--- config.mk ---
export PLATFORM = sky130hd
export DESIGN_NAME = order_ingress_queue_flat
export DESIGN_NICKNAME = d
export VERILOG_FILES = /design/src/rtl/order_ingress_queue_if.sv /design/src/rtl/order_ingress_queue.sv /design/src/flat_wrapper.sv
export SDC_FILE = /design/constraint.sdc
export NUM_CORES = 1
export LEC_CHECK = 0
export ABC_AREA = 1
export CAP_MARGIN = 30
export CORE_ASPECT_RATIO = 0.75
export CORE_MARGIN = 2
export CORE_UTILIZATION = 65
export DETAILED_ROUTE_END_ITERATION = 6
export PLACE_DENSITY = 0.94
export REMOVE_ABC_BUFFERS = 1
export SYNTH_ARGS = -nofsm -noshare
export SYNTH_HDL_FRONTEND = slang
export SYNTH_SLANG_ARGS = --single-unit
--- constraint.sdc ---
create_clock -name clk -period 5.3 [get_ports clk]
set_input_delay 1.325 -clock clk [delete_from_list [all_inputs] [get_ports clk]]
set_output_delay 1.325 -clock clk [all_outputs]
set_load 0.005 [all_outputs]
--- src/rtl/order_ingress_queue_if.sv ---
// Upstream order handshake bundle for order_ingress_queue.
// The host side drives valid/side/word; the queue answers with ready.
interface order_ingress_queue_if;
  logic        s_valid;
  logic        s_ready;
  logic        s_is_buy;
  logic [31:0] s_data;

  modport master (
    output s_valid,
    output s_is_buy,
    output s_data,
    input  s_ready
  );

  modport slave (
    input  s_valid,
    input  s_is_buy,
    input  s_data,
    output s_ready
  );
endinterface

--- src/rtl/order_ingress_queue.sv ---
// Order FIFO feeding the matching engine one order at a time.
// Optional zero-quantity rejection under ZERO_QTY_FILTER_EN.
module order_ingress_queue #(
  parameter int DEPTH       = 16,
  parameter int ADDR_W      = 4,
  parameter int ACK_TIMEOUT = 15
) (
  input  logic                clk,
  input  logic                rst,
  order_ingress_queue_if.slave s,
  output logic                m_valid,
  output logic                m_is_buy,
  output logic [31:0]         m_data,
  input  logic                engine_busy,
  output logic [ADDR_W:0]     occupancy,
  output logic                ack_timeout_err,
  output logic [15:0]         reject_cnt
);

  localparam logic [ADDR_W:0] FULL = (ADDR_W+1)'(DEPTH);
  localparam logic [7:0]      TMO  = 8'(ACK_TIMEOUT);

  typedef enum logic [1:0] {
    IDLE,
    ISSUE,
    WAIT_ACK,
    WAIT_DONE
  } state_t;

  state_t            state;
  state_t            state_nxt;
  logic [32:0]       mem [DEPTH];
  logic [ADDR_W-1:0] wr_ptr;
  logic [ADDR_W-1:0] rd_ptr;
  logic [ADDR_W:0]   count;
  logic [7:0]        tmo_cnt;
  logic [7:0]        tmo_nxt;
  logic              accept;
  logic              push;
  logic              pop;
  logic              err_set;

  // Ready looks only at the stored count, never at a same-cycle pop.
  assign s.s_ready = !rst && (count != FULL);
  assign accept    = s.s_valid && s.s_ready;
  assign occupancy = count;

`ifdef ZERO_QTY_FILTER_EN
  logic zero_qty;

  assign zero_qty = (s.s_data[14:0] == 15'd0);
  assign push     = accept && !zero_qty;

  always_ff @(posedge clk or posedge rst) begin
    if (rst) begin
      reject_cnt <= 16'd0;
    end else if (accept && zero_qty && reject_cnt != 16'hFFFF) begin
      reject_cnt <= reject_cnt + 16'd1;
    end
  end
`else
  assign push       = accept;
  assign reject_cnt = 16'd0;
`endif

  always_ff @(posedge clk) begin
    if (push) begin
      mem[wr_ptr] <= {s.s_is_buy, s.s_data};
    end
  end

  always_ff @(posedge clk or posedge rst) begin
    if (rst) begin
      wr_ptr <= '0;
      rd_ptr <= '0;
      count  <= '0;
    end else begin
      if (push) wr_ptr <= wr_ptr + 1'b1;
      if (pop)  rd_ptr <= rd_ptr + 1'b1;
      unique case ({push, pop})
        2'b10:   count <= count + 1'b1;
        2'b01:   count <= count - 1'b1;
        default: count <= count;
      endcase
    end
  end

  always_comb begin
    state_nxt = state;
    tmo_nxt   = tmo_cnt;
    pop       = 1'b0;
    err_set   = 1'b0;
    unique case (state)
      IDLE: begin
        if (count != '0 && !engine_busy) begin
          pop       = 1'b1;
          state_nxt = ISSUE;
        end
      end
      ISSUE: begin
        tmo_nxt   = 8'd0;
        state_nxt = WAIT_ACK;
      end
      WAIT_ACK: begin
        if (engine_busy) begin
          state_nxt = WAIT_DONE;
        end else begin
          tmo_nxt = tmo_cnt + 8'd1;
          // A silent engine consumes the order; it is not re-sent.
          if (tmo_nxt == TMO) begin
            err_set   = 1'b1;
            state_nxt = IDLE;
          end
        end
      end
      WAIT_DONE: begin
        if (!engine_busy) state_nxt = IDLE;
      end
      default: state_nxt = IDLE;
    endcase
  end

  always_ff @(posedge clk or posedge rst) begin
    if (rst) begin
      state           <= IDLE;
      tmo_cnt         <= 8'd0;
      m_valid         <= 1'b0;
      m_is_buy        <= 1'b0;
      m_data          <= 32'd0;
      ack_timeout_err <= 1'b0;
    end else begin
      state   <= state_nxt;
      tmo_cnt <= tmo_nxt;
      m_valid <= pop;
      if (pop) begin
        {m_is_buy, m_data} <= mem[rd_ptr];
      end
      if (err_set) ack_timeout_err <= 1'b1;
    end
  end

endmodule

--- src/flat_wrapper.sv ---
// flat-port wrapper written by rule: the top's interface ports become plain ports
module order_ingress_queue_flat 
#(
  parameter int DEPTH       = 16,
  parameter int ADDR_W      = 4,
  parameter int ACK_TIMEOUT = 15
)
  (clk, rst, m_valid, m_is_buy, m_data, engine_busy, occupancy, ack_timeout_err, reject_cnt, s_s_valid, s_s_is_buy, s_s_data, s_s_ready);
  order_ingress_queue_if s_i ();
  input  logic clk;
  input  logic rst;
  output logic m_valid;
  output logic m_is_buy;
  output logic [31:0] m_data;
  input  logic engine_busy;
  output logic [ADDR_W:0] occupancy;
  output logic ack_timeout_err;
  output logic [15:0] reject_cnt;
  input wire logic [$bits(s_i.s_valid)-1:0] s_s_valid;
  input wire logic [$bits(s_i.s_is_buy)-1:0] s_s_is_buy;
  input wire logic [$bits(s_i.s_data)-1:0] s_s_data;
  output wire logic [$bits(s_i.s_ready)-1:0] s_s_ready;
  assign s_i.s_valid = s_s_valid;
  assign s_i.s_is_buy = s_s_is_buy;
  assign s_i.s_data = s_s_data;
  assign s_s_ready = s_i.s_ready;
  order_ingress_queue #(.DEPTH(DEPTH), .ADDR_W(ADDR_W), .ACK_TIMEOUT(ACK_TIMEOUT)) u_core (.clk(clk), .rst(rst), .s(s_i), .m_valid(m_valid), .m_is_buy(m_is_buy), .m_data(m_data), .engine_busy(engine_busy), .occupancy(occupancy), .ack_timeout_err(ack_timeout_err), .reject_cnt(reject_cnt));
endmodule
Word level (Yosys, flattened, before mapping) --
Memories as Yosys holds them, arrays and structs flattened. A register that Yosys moved wholly into a read port is not among the register bits. Cells that the tools add are included.
Word-level totals: flip-flop bits (word level) 25, RAM bits 528, output and inout port bits 57, word-level logic and storage cells 50, memories 1
Memory list:
- u_core.mem | depth 16, width 33, rd ports 1, clocked after Yosys merged registers in 1, write ports 1, line order_ingress_queue.sv:32 | logic [32:0] mem [DEPTH];
Cells by class: $add $sub $neg 5, equal/unequal tests 11, mux-type cells 15, reduce and logical (&&, ||, !) cells 11
Operator list (number):
- $pmux W8 S2 | 1
- $pmux W5 S2 | 1
- $add A4 B1 Y4 const B | 2
- $add A8 B1 Y8 const B | 1
- $eq A8 B4 Y1 const B | 1
- $mux W2 | 4
- $mux W8 | 1
- $pmux W2 S4 | 1
- $mux W1 | 7
- $eq A2 B2 Y1 const B | 3
- $add A5 B1 Y5 const B | 1
- $ne A5 B5 Y1 const B | 1
- $reduce_bool A5 Y1 | 1
- $sub A5 B1 Y5 const B | 1
- $eq A2 B1 Y1 const B | 2
- $ne A2 B2 Y1 const B | 2
- $reduce_bool A2 Y1 | 2
- $logic_and A1 B1 Y1 | 3
- $ne A3 B2 Y1 const B | 1
- $reduce_and A3 Y1 | 1
- $logic_not A1 Y1 | 2
- $logic_not A2 Y1 | 1
- $ne A2 B1 Y1 const B | 1
- $reduce_and A2 Y1 | 1

Depth between registers and ports, before layout --
Gate-level depths: netlist of the first run.
depth in word-level cells 6, mapped depth 14

Worst setup path before layout of the first run --
No wires, ideal clock.
path type input to register, from input rst, to memory u_core.mem[11][0], enable pin, library setup time 423 ps, data arrival time 4726 ps, required time 4877 ps, slack 151 ps, cell stages on the path 5, path buffers 0, cells stage by stage inv_1 -> nand3_1 -> inv_2 -> nand2_1 -> nor2_1
Between the ends: cells in the longest elaborated chain, start to end 5
RTL lines:
- from (decl) | line flat_wrapper.sv:11 | input logic rst;
- $logic_not A1 Y1 (no source line)
- $logic_and A1 B1 Y1 | line order_ingress_queue.sv:44 | assign s.s_ready = !rst && (count != FULL);
- $logic_and A1 B1 Y1 | line order_ingress_queue.sv:45 | assign accept = s.s_valid && s.s_ready;
- $mux W1 | line order_ingress_queue.sv:67 | if (push) begin
- $mux W1 (not written as such) | line order_ingress_queue.sv:68 | mem[wr_ptr] <= {s.s_is_buy, s.s_data};
- to (decl) | line order_ingress_queue.sv:32
No other way between the ends.

Worst setup path after layout of the first run --
from input rst, to output s_s_ready
Between the ends: cells in the longest elaborated chain, start to end 2
RTL lines:
- $logic_not A1 Y1 (no source line)
- $logic_and A1 B1 Y1 | line order_ingress_queue.sv:44
- to (decl) | line flat_wrapper.sv:22 | output wire logic [$bits(s_i.s_ready)-1:0] s_s_ready;
No other way between the ends.

==> results.txt, run 1 <==
The flow ran to the end, but the final reports show violations. The checks that failed: design-rule violations. The number of vias in the routed layout was 16750; the deepest level of the CTS H-tree was 2. Buffers placed on the I/O ports in this run total 77.

From synthesis to final layout, the design area changed by 12.8%. The kind of critical path was in -> out. The run gives 27 as the count of cell types in the netlist.

The number of optimization iterations in the first detailed-route pass was 7; the instance count of the mapped netlist was 1950. The signal on the critical path passes through clkdlybuf4s50_1, inv_2, nand2_1, inv_1, clkdlybuf4s50_1. The final count of pins violating max slew was 0; the number of endpoints with negative hold slack in the final report was 0. The worst-case IR drop observed on VDD is 0.000499 V. The run gives 3.97 ns as the worst endpoint required time. Number of antenna violations at the first check in global routing: 0. After detailed routing, the number of vias per cell comes to 6.67. The area enclosed by the die boundary was 0.0379 sq mm. Data on the critical path arrives at its endpoint at 2.59 ns. The largest single stage delay on the critical path is 0.51 ns.

After detailed routing, the average wire length per cell comes to 25.6 microns. On the critical path, the stage with the largest delay is an instance of sky130_fd_sc_hd__clkdlybuf4s50_1. The run gives 0.61 ns as the clock latency at the later pin of the worst-skew pair. The endpoint type of the worst setup path is an output pin.

The cell family contributing the most delay on the critical path was buffers and inverters. Post-detailed-route count of antenna-violating nets: 0. For this design, the sink count on the clock tree is 586. The headroom to the max-slew limit was 0.292.

The power per unit of standard cell area works out to 528 mW/mm^2. The post-route DRC violation count was 2; the fill cell instance count of the final layout was 1914. In the final design database the tool counted 2051 nets. Among the stages of the critical path, the cell type that occurs most often is sky130_fd_sc_hd__clkdlybuf4s50_1. Among all flip-flop cells after synthesis, the most frequent one is sky130_fd_sc_hd__edfxtp_1. The initialized floorplan defines 60 standard-cell rows.

The tool flagged a number of max-cap violations equal to 0. The number of global-route vias before repair is 16830. The library cell used most frequently in the layout, excluding fill and tap cells, is sky130_fd_sc_hd__nand2_1. Summing every instance area after synthesis gives 0.0236 sq mm. The global-route usage over all layers was 0.340; the number of gates resized after CTS was 0.

Hold timing on the final database bottoms out at a slack of 0.478 ns. The die is 169 microns tall. The fraction of registers with async set/reset is 0.0990.

Setup violations remaining at the end of the flow were counted as 0. The clock period could shrink to 3.92 ns. Proportion of netlist area held by the largest area contributor: 0.671.

TritonCTS built the clock tree. In this run, CTS created clock tree buffers numbering 53. The number of enable-type register cells in the synthesized netlist came out at 528. The min-delay analysis places its worst path in the category reg -> reg.

Diode insertion count for antenna repair: 0. The clock passes through at most 3 buffers. For the pin with the worst max-slew slack, the measured transition is 1.06 ns. The critical path contains buffers and inverters numbering 4 combined. The worst setup path is launched from a primary input. The logs give 0.660 for the initial standard-cell utilization of the core and 2.29 ns for the register-to-register setup slack. From left edge to right edge, the die measures 224 microns.

The tools report the cell at the root of the clock tree as sky130_fd_sc_hd__clkbuf_16. The library cells used most frequently in the layout, excluding fill and tap cells, are sky130_fd_sc_hd__nand2_1, sky130_fd_sc_hd__edfxtp_1, sky130_fd_sc_hd__nand3_1, sky130_fd_sc_hd__nor2_1, sky130_fd_sc_hd__o21ai_0. Average cell area after synthesis: 12.1 sq um.

Number of placed I/O pins: 94. Entering global routing, the biggest net connects 231 pins. Synthesis inferred 586 register bits.

For the final database, setup skew stands at 0.0176 ns. The number of setup buffers added after CTS was 0. The total area inside the core boundary comes to 0.0358 sq mm.

Library cell with the largest summed area after synthesis: sky130_fd_sc_hd__edfxtp_1. In this run, post-CTS hold repair placed 0 buffers. The placer congestion estimate was 0.833; the post-detailed-routing wire length was 64.4 mm. In the post-synthesis netlist, the biggest area contributors are sky130_fd_sc_hd__edfxtp_1, sky130_fd_sc_hd__nand2_1, sky130_fd_sc_hd__dfrtp_1.

For this run, the top clock speed supported by timing is 0.255 GHz. Summed over all layers, the global routing overflow is 0. The sequential cell area fraction in the yosys report came out at 0.733. The run gives 0.0141 W as the total power draw. The highest fanout seen on the critical path was 7; the share of the clock period used by the worst path was 0.739. The first global-routing pass estimated 96.1 mm of wire.

After clock tree synthesis, the clock-pin slew on the worst setup and hold paths is 0.06 ns. The analysis attributes to cell leakage a power of 9.56 nW. For this block, the initial DRC count from the detailed router was 2852. The Yosys step of the flow raised 0 warnings. After routing, the total negative slack on setup checks comes to 0 ns. Once detailed placement completed, the half-perimeter wirelength came to 34.9 mm. Setup repair after global routing left no endpoint under its margin.

The layout cell share with drive strength beyond 1 was 0.0684.
==> worst reg2reg max path, cell delays in order, from the launching register on <==
cell	delay (ns)
sky130_fd_sc_hd__dfrtp_4	0.67
sky130_fd_sc_hd__inv_6	0.58
sky130_fd_sc_hd__buf_12	0.56
sky130_fd_sc_hd__o21ai_0	0.31
sky130_fd_sc_hd__o22ai_1	0.33
sky130_fd_sc_hd__nand2_1	0.16
sky130_fd_sc_hd__nand2_1	0.13
sky130_fd_sc_hd__nand3_1	0.10
sky130_fd_sc_hd__nand2_1	0.11
==> per-layer routing <==
layer  track usage  up-vias  wire length [microns]
met3        0.0736      277                   9070
met1         0.429     7861                  21200
met2         0.561     1684                  30900
li1              -     6928                      -
met5       0.00129        -                      0
met4         0.176        0                   3170
==> synthesized netlist by cell type, types with 3 or more instances <==
cell and n:
sky130_fd_sc_hd__buf_4 30, sky130_fd_sc_hd__edfxtp_1 528, sky130_fd_sc_hd__dfrtp_1 58, sky130_fd_sc_hd__inv_2 3, sky130_fd_sc_hd__a21oi_1 67, sky130_fd_sc_hd__inv_1 27
sky130_fd_sc_hd__a21boi_1 20, sky130_fd_sc_hd__buf_6 14, sky130_fd_sc_hd__nor2_1 144, sky130_fd_sc_hd__ha_1 11, sky130_fd_sc_hd__o21ai_0 114, sky130_fd_sc_hd__xor2_1 9
sky130_fd_sc_hd__nand2_1 548, sky130_fd_sc_hd__buf_1 6, sky130_fd_sc_hd__clkbuf_1 38, sky130_fd_sc_hd__xnor2_1 3, sky130_fd_sc_hd__nand3_1 200, sky130_fd_sc_hd__o22ai_1 39
sky130_fd_sc_hd__a21boi_0 18, sky130_fd_sc_hd__o21ai_1 28, sky130_fd_sc_hd__buf_2 37
==> cell type report <==
type / count / area (sq um) / share of cell area
Clock buffer: 61 / 1360 / 0.0509
Clock inverter: 38 / 425 / 0.0160
Sequential cell: 586 / 17300 / 0.650
Multi-Input combinational cell: 1222 / 5650 / 0.212
Tap cell: 465 / 582 / 0.0218
Inverter: 30 / 118 / 0.00442
Timing Repair Buffer: 110 / 1200 / 0.0450
==> state kept, by name (all words and copies together) (netlist names) <==
name,cells
u_core.ack_timeout_err,1
u_core.m_data,32
u_core.m_is_buy,1
u_core.m_valid,1
u_core.mem,528
u_core.occupancy,5
u_core.rd_ptr,4
u_core.state,2
u_core.tmo_cnt,8
u_core.wr_ptr,4
==> stage by stage <==
| step | std cells | setup slack (ns) | cell area (sq um) | utilization |
|---|---|---|---|---|
| 2_1_floorplan | 1838 | -3.45 | 22900 | - |
| 6_report | 2512 | 1.38 | 26600 | 0.744 |
| 3_3_place_gp | 2403 | 1.25 | 24600 | 0.688 |
| 5_1_grt | 2512 | 1.33 | 26600 | 0.744 |
| 4_1_cts | 2512 | 1.38 | 26600 | 0.744 |
| 3_5_place_dp | 2413 | 1.18 | 24900 | 0.694 |
==> final timing paths <==
kind | endpoint | startpoint | cells past startpoint
max reg2reg | u_core.m_data[9]$_DFFE_PP0P_ | u_core.rd_ptr[0]$_DFFE_PP0P_ | 8
max in group asynchronous | u_core.rd_ptr[0]$_DFFE_PP0P_ | rst | 4
max | s_s_ready | rst | 5
min | u_core.ack_timeout_err$_DFFE_PP0P_ | u_core.ack_timeout_err$_DFFE_PP0P_ | 1
min in group asynchronous | u_core.occupancy[2]$_DFFE_PP0P_ | rst | 2
min reg2reg | u_core.ack_timeout_err$_DFFE_PP0P_ | u_core.ack_timeout_err$_DFFE_PP0P_ | 1
==> power by group <==
group          switching (W)  total, W  internal [W]
clock                0.00174   0.00398       0.00224
combinational        0.00308   0.00437       0.00130
sequential          0.000288   0.00571       0.00542
==> cell families (layout without fill, tap and decap cells) <==
| family | after synthesis | after routing | synth area share |
|---|---|---|---|
| simple gates | 893 | 893 | 0.153 |
| flops | 586 | 586 | 0.733 |
| compound gates | 290 | 290 | 0.0679 |
| buf+inv | 157 | 239 | 0.0362 |
| xor+xnor | 12 | 12 | 0.00445 |
| fa+ha+maj | 11 | 11 | 0.00583 |
| other cells | 1 | 16 | 0.000159 |
Note: power is estimated with default switching activity, not from simulation.
==> run 2: changes to the inputs <==
--- a/config.mk
+++ b/config.mk
@@ -9,9 +9,9 @@
 export CAP_MARGIN = 30
 export CORE_ASPECT_RATIO = 0.75
 export CORE_MARGIN = 2
-export CORE_UTILIZATION = 65
+export CORE_UTILIZATION = 55
 export DETAILED_ROUTE_END_ITERATION = 6
-export PLACE_DENSITY = 0.94
+export PLACE_DENSITY = 0.86
 export REMOVE_ABC_BUFFERS = 1
 export SYNTH_ARGS = -nofsm -noshare
 export SYNTH_HDL_FRONTEND = slang
==> constraint.sdc (replaced) <==
create_clock -name clk -period 3.2 [get_ports clk]
set_input_delay 0.8 -clock clk [delete_from_list [all_inputs] [get_ports clk]]
set_output_delay 0.8 -clock clk [all_outputs]
set_load 0.005 [all_outputs]
==> results.txt, run 2 (synthesis gave the netlist of run 1 again) <==
The post-route DRC violation count is 1 (-1). The worst setup path is captured at an output pin. The wire length per cell came out at 22.1 microns (-14%).

The logs give 15913 (-5.0%) for the number of vias in the routed layout and 2850 (+49%) for the fill cell instance count of the final layout. The tools report the met2 global-route usage as 0.424 (-0.137). The startpoint type of the worst setup path was a primary input. The layout net count was 2070 (+0.93%); the number of CTS-inserted buffers was 53 (unchanged). The met1 track utilization from global routing is 0.352 (-0.0763), and the post-detailed-placement half-perimeter wirelength is 31.9 mm (-8.7%).

The tools report the post-detailed-routing wire length as 58.1 mm (-9.7%). The power per unit of standard cell area came out at 850 mW/mm^2 (+61%). The highest fanout seen on the critical path was 8 (+1). The quantity of I/O buffers inserted on ports was 77 (unchanged). For the total power draw, the log shows 0.0230 W (+63%). The number of max-capacitance violations reported is 0 (unchanged), and the cell count after placement is 2536 (+5.1%). The run gives 0.816 (-2.0%) as the placer congestion estimate. Leaving out fill and tap cells, the most frequent cell in the layout is sky130_fd_sc_hd__nand2_1. The run finished, with violations left. The tools report the starting DRC count in detailed routing as 1957 (-31%).

Deepest level of the CTS H-tree: 2 (unchanged). Kind of critical path: in -> out. The run gives 9.70 nW (+1.5%) as the leakage component of the power. The clock transition at the registers of the reported paths is 0.06 ns (about the same). From synthesis to final layout, the design area changed by 14.3%.

The run gives 0 (unchanged) as the global-route congestion overflow total. The cell depth of the worst flop-to-flop path is 8 (unchanged). In the final layout, the registers with the most flip-flops are u_core.mem x528, u_core.m_data x32, u_core.tmo_cnt x8. The global-route usage over all layers came out at 0.260 (-0.0793). The number of standard-cell rows in the floorplan was 65 (+8.3%).

The cell area after layout came out at 0.0270 sq mm (+1.4%). The number of endpoints with negative hold slack in the final report is 0 (unchanged). Walking the worst path, the cells encountered are clkdlybuf4s50_1, clkinv_2, nand2_1, inv_1, clkdlybuf4s50_1.

For the number of sinks on the clock net, the log shows 586 (unchanged). The combined area of the multi-input logic cells was 0.00565 sq mm (unchanged); the worst endpoint required time was 2.40 ns (-1.57 ns). The highest attainable clock frequency is 0.345 GHz, and the transition time at the pin with the least slew margin is 0.903 ns (-0.157 ns). Headroom to the max-slew limit: 0.398 (+0.107). The cell that appears most often on the critical path is sky130_fd_sc_hd__clkdlybuf4s50_1.

For hold timing, the worst endpoint is u_core.ack_timeout_err$_DFFE_PP0P_. The run gives 0 (unchanged) as the final count of pins violating max slew. In the layout the commonest cells are sky130_fd_sc_hd__nand2_1, sky130_fd_sc_hd__edfxtp_1, sky130_fd_sc_hd__nand3_1, sky130_fd_sc_hd__nor2_1, sky130_fd_sc_hd__o21ai_0.

The number of placed I/O pins was 94 (unchanged). The clock skew was 0.0271 ns (+0.00953 ns); the diode insertion count for antenna repair was 0 (unchanged). The tools report the initial standard-cell utilization of the core as 0.560 (-0.100). Post-place instance area: 0.0252 sq mm (+1.4%). The die height was 183 microns (+8.5%).

The pin count of the biggest net entering global routing was 167 (-28%); the number of failing setup endpoints in the final timing report was 0 (unchanged). The number of flip-flops in the largest register came out at 528 (unchanged). Layer with the highest usage after global routing: met2. The area enclosed by the die boundary came out at 0.0446 sq mm (+18%).

The classification of the worst-slack hold path was reg -> reg. The width of the chip is 243 microns (+8.6%), and the worst hold path stage count is 1 (unchanged). The post-detailed-route count of antenna-violating nets is 0 (unchanged). The worst voltage drop across the vdd grid was 0.000620 V (+24%). The endpoint of the lowest-slack register-to-register path is u_core.m_data[3]$_DFFE_PP0P_. Number of buffers inserted by hold repair at cts: 0 (unchanged).

The share of the clock period used by the worst path was 0.907. The run gives 7 (unchanged) as the number of optimization iterations in the first detailed-route pass. The area of the core is 0.0422 sq mm (+18%). Startpoint of the lowest-slack register-to-register path: u_core.rd_ptr[1]$_DFFE_PP0P_.

The logs give 0 (unchanged) for the number of setup buffers added after CTS and 0.0173 sq mm (about the same) for the area of all sequential standard cells. The cell at the root of the clock tree is sky130_fd_sc_hd__clkbuf_16. Number of global-route vias before repair: 15683 (-6.8%). TritonCTS built the clock tree. The layout cell share with drive strength beyond 1 is 0.0770 (+0.00857), and the worst stage delay on the critical path is 0.55 ns (+0.04 ns).

Slowest stage cell on the critical path: sky130_fd_sc_hd__clkdlybuf4s50_1. The run gives 0.59 ns (-0.02 ns) as the clock latency at the later pin of the worst-skew pair. The final reports fail on design-rule violations. The number of antenna violations at the first check in global routing was 1 (+1).

The wire length of the first global-routing pass is 88.9 mm (-7.4%). u_core.mem holds more flip-flops than any other register. The final standard cell count with taps included and fillers excluded was 2635 (+4.9%). Setup repair after global routing left no endpoint under its margin.

The largest buffer count on any clock path was 3 (unchanged); the register-to-register setup slack was 0.74 ns (-1.55 ns). The routed design could run at a clock period as short as 2.90 ns. The met3 global-route usage came out at 0.0476 (-0.0260). For the number of gates resized after CTS, the log shows 0 (unchanged).

The tools report the arrival time of the worst setup path as 2.10 ns (-0.49 ns). Launch instance of the worst min-delay path: u_core.ack_timeout_err$_DFFE_PP0P_. The per-cell via count in the routed design was 6.04 (-9.4%).
==> run 2: report_power, final <==
part           internal, W  switching [W]
Sequential         0.00897       0.000386
Clock              0.00377        0.00273
Combinational      0.00227        0.00484
==> run 2: metrics by stage <==
step	hold slack [ns]	worst slack, ns	util	TNS (ns)
final	0.483	0.299	0.640	0
after global routing	0.506	0.208	0.640	0
after CTS	0.484	0.288	0.640	0
after detailed placement	0.466	0.174	0.597	0
after global placement	0.463	0.219	0.597	0
after floorplan	0.468	-5.55	-	-938.66
==> run 2: layout make-up <==
class	instances	share of cell area
Sequential cell	586	0.641
Multi-Input combinational cell	1222	0.209
Clock buffer	80	0.0592
Timing Repair Buffer	129	0.0527
Tap cell	569	0.0264
Clock inverter	19	0.00750
Inverter	30	0.00440
==> run 2: how the worst max path moves through the flow <==
stage / cells after the start / slack [ns] / start / endpoint
floorplan: 7 / -5.55 / u_core.rd_ptr[0]$_DFFE_PP0P_ / u_core.m_data[0]$_DFFE_PP0P_
global placement: 12 / 0.22 / rst / u_core.occupancy[4]$_DFFE_PP0P_
detailed placement: 8 / 0.17 / rst / u_core.mem[15][18]$_DFFE_PP_
CTS: 5 / 0.29 / rst / s_s_ready
global route: 5 / 0.21 / u_core.occupancy[0]$_DFFE_PP0P_ / s_s_ready
finish: 5 / 0.30 / rst / s_s_ready
==> run 2: worst max-delay path, delay by kind of cell <==
kind                   cells  cell delay (ns)
and+or+nand+nor            1             0.10
buffers and inverters      4             1.19
==> run 2: layer usage <==
layer	share of wire	vias up
li1	-	6972
met1	0.38	7747
met2	0.48	1032
met3	0.10	160
met4	0.033	2
met5	0.00022	-
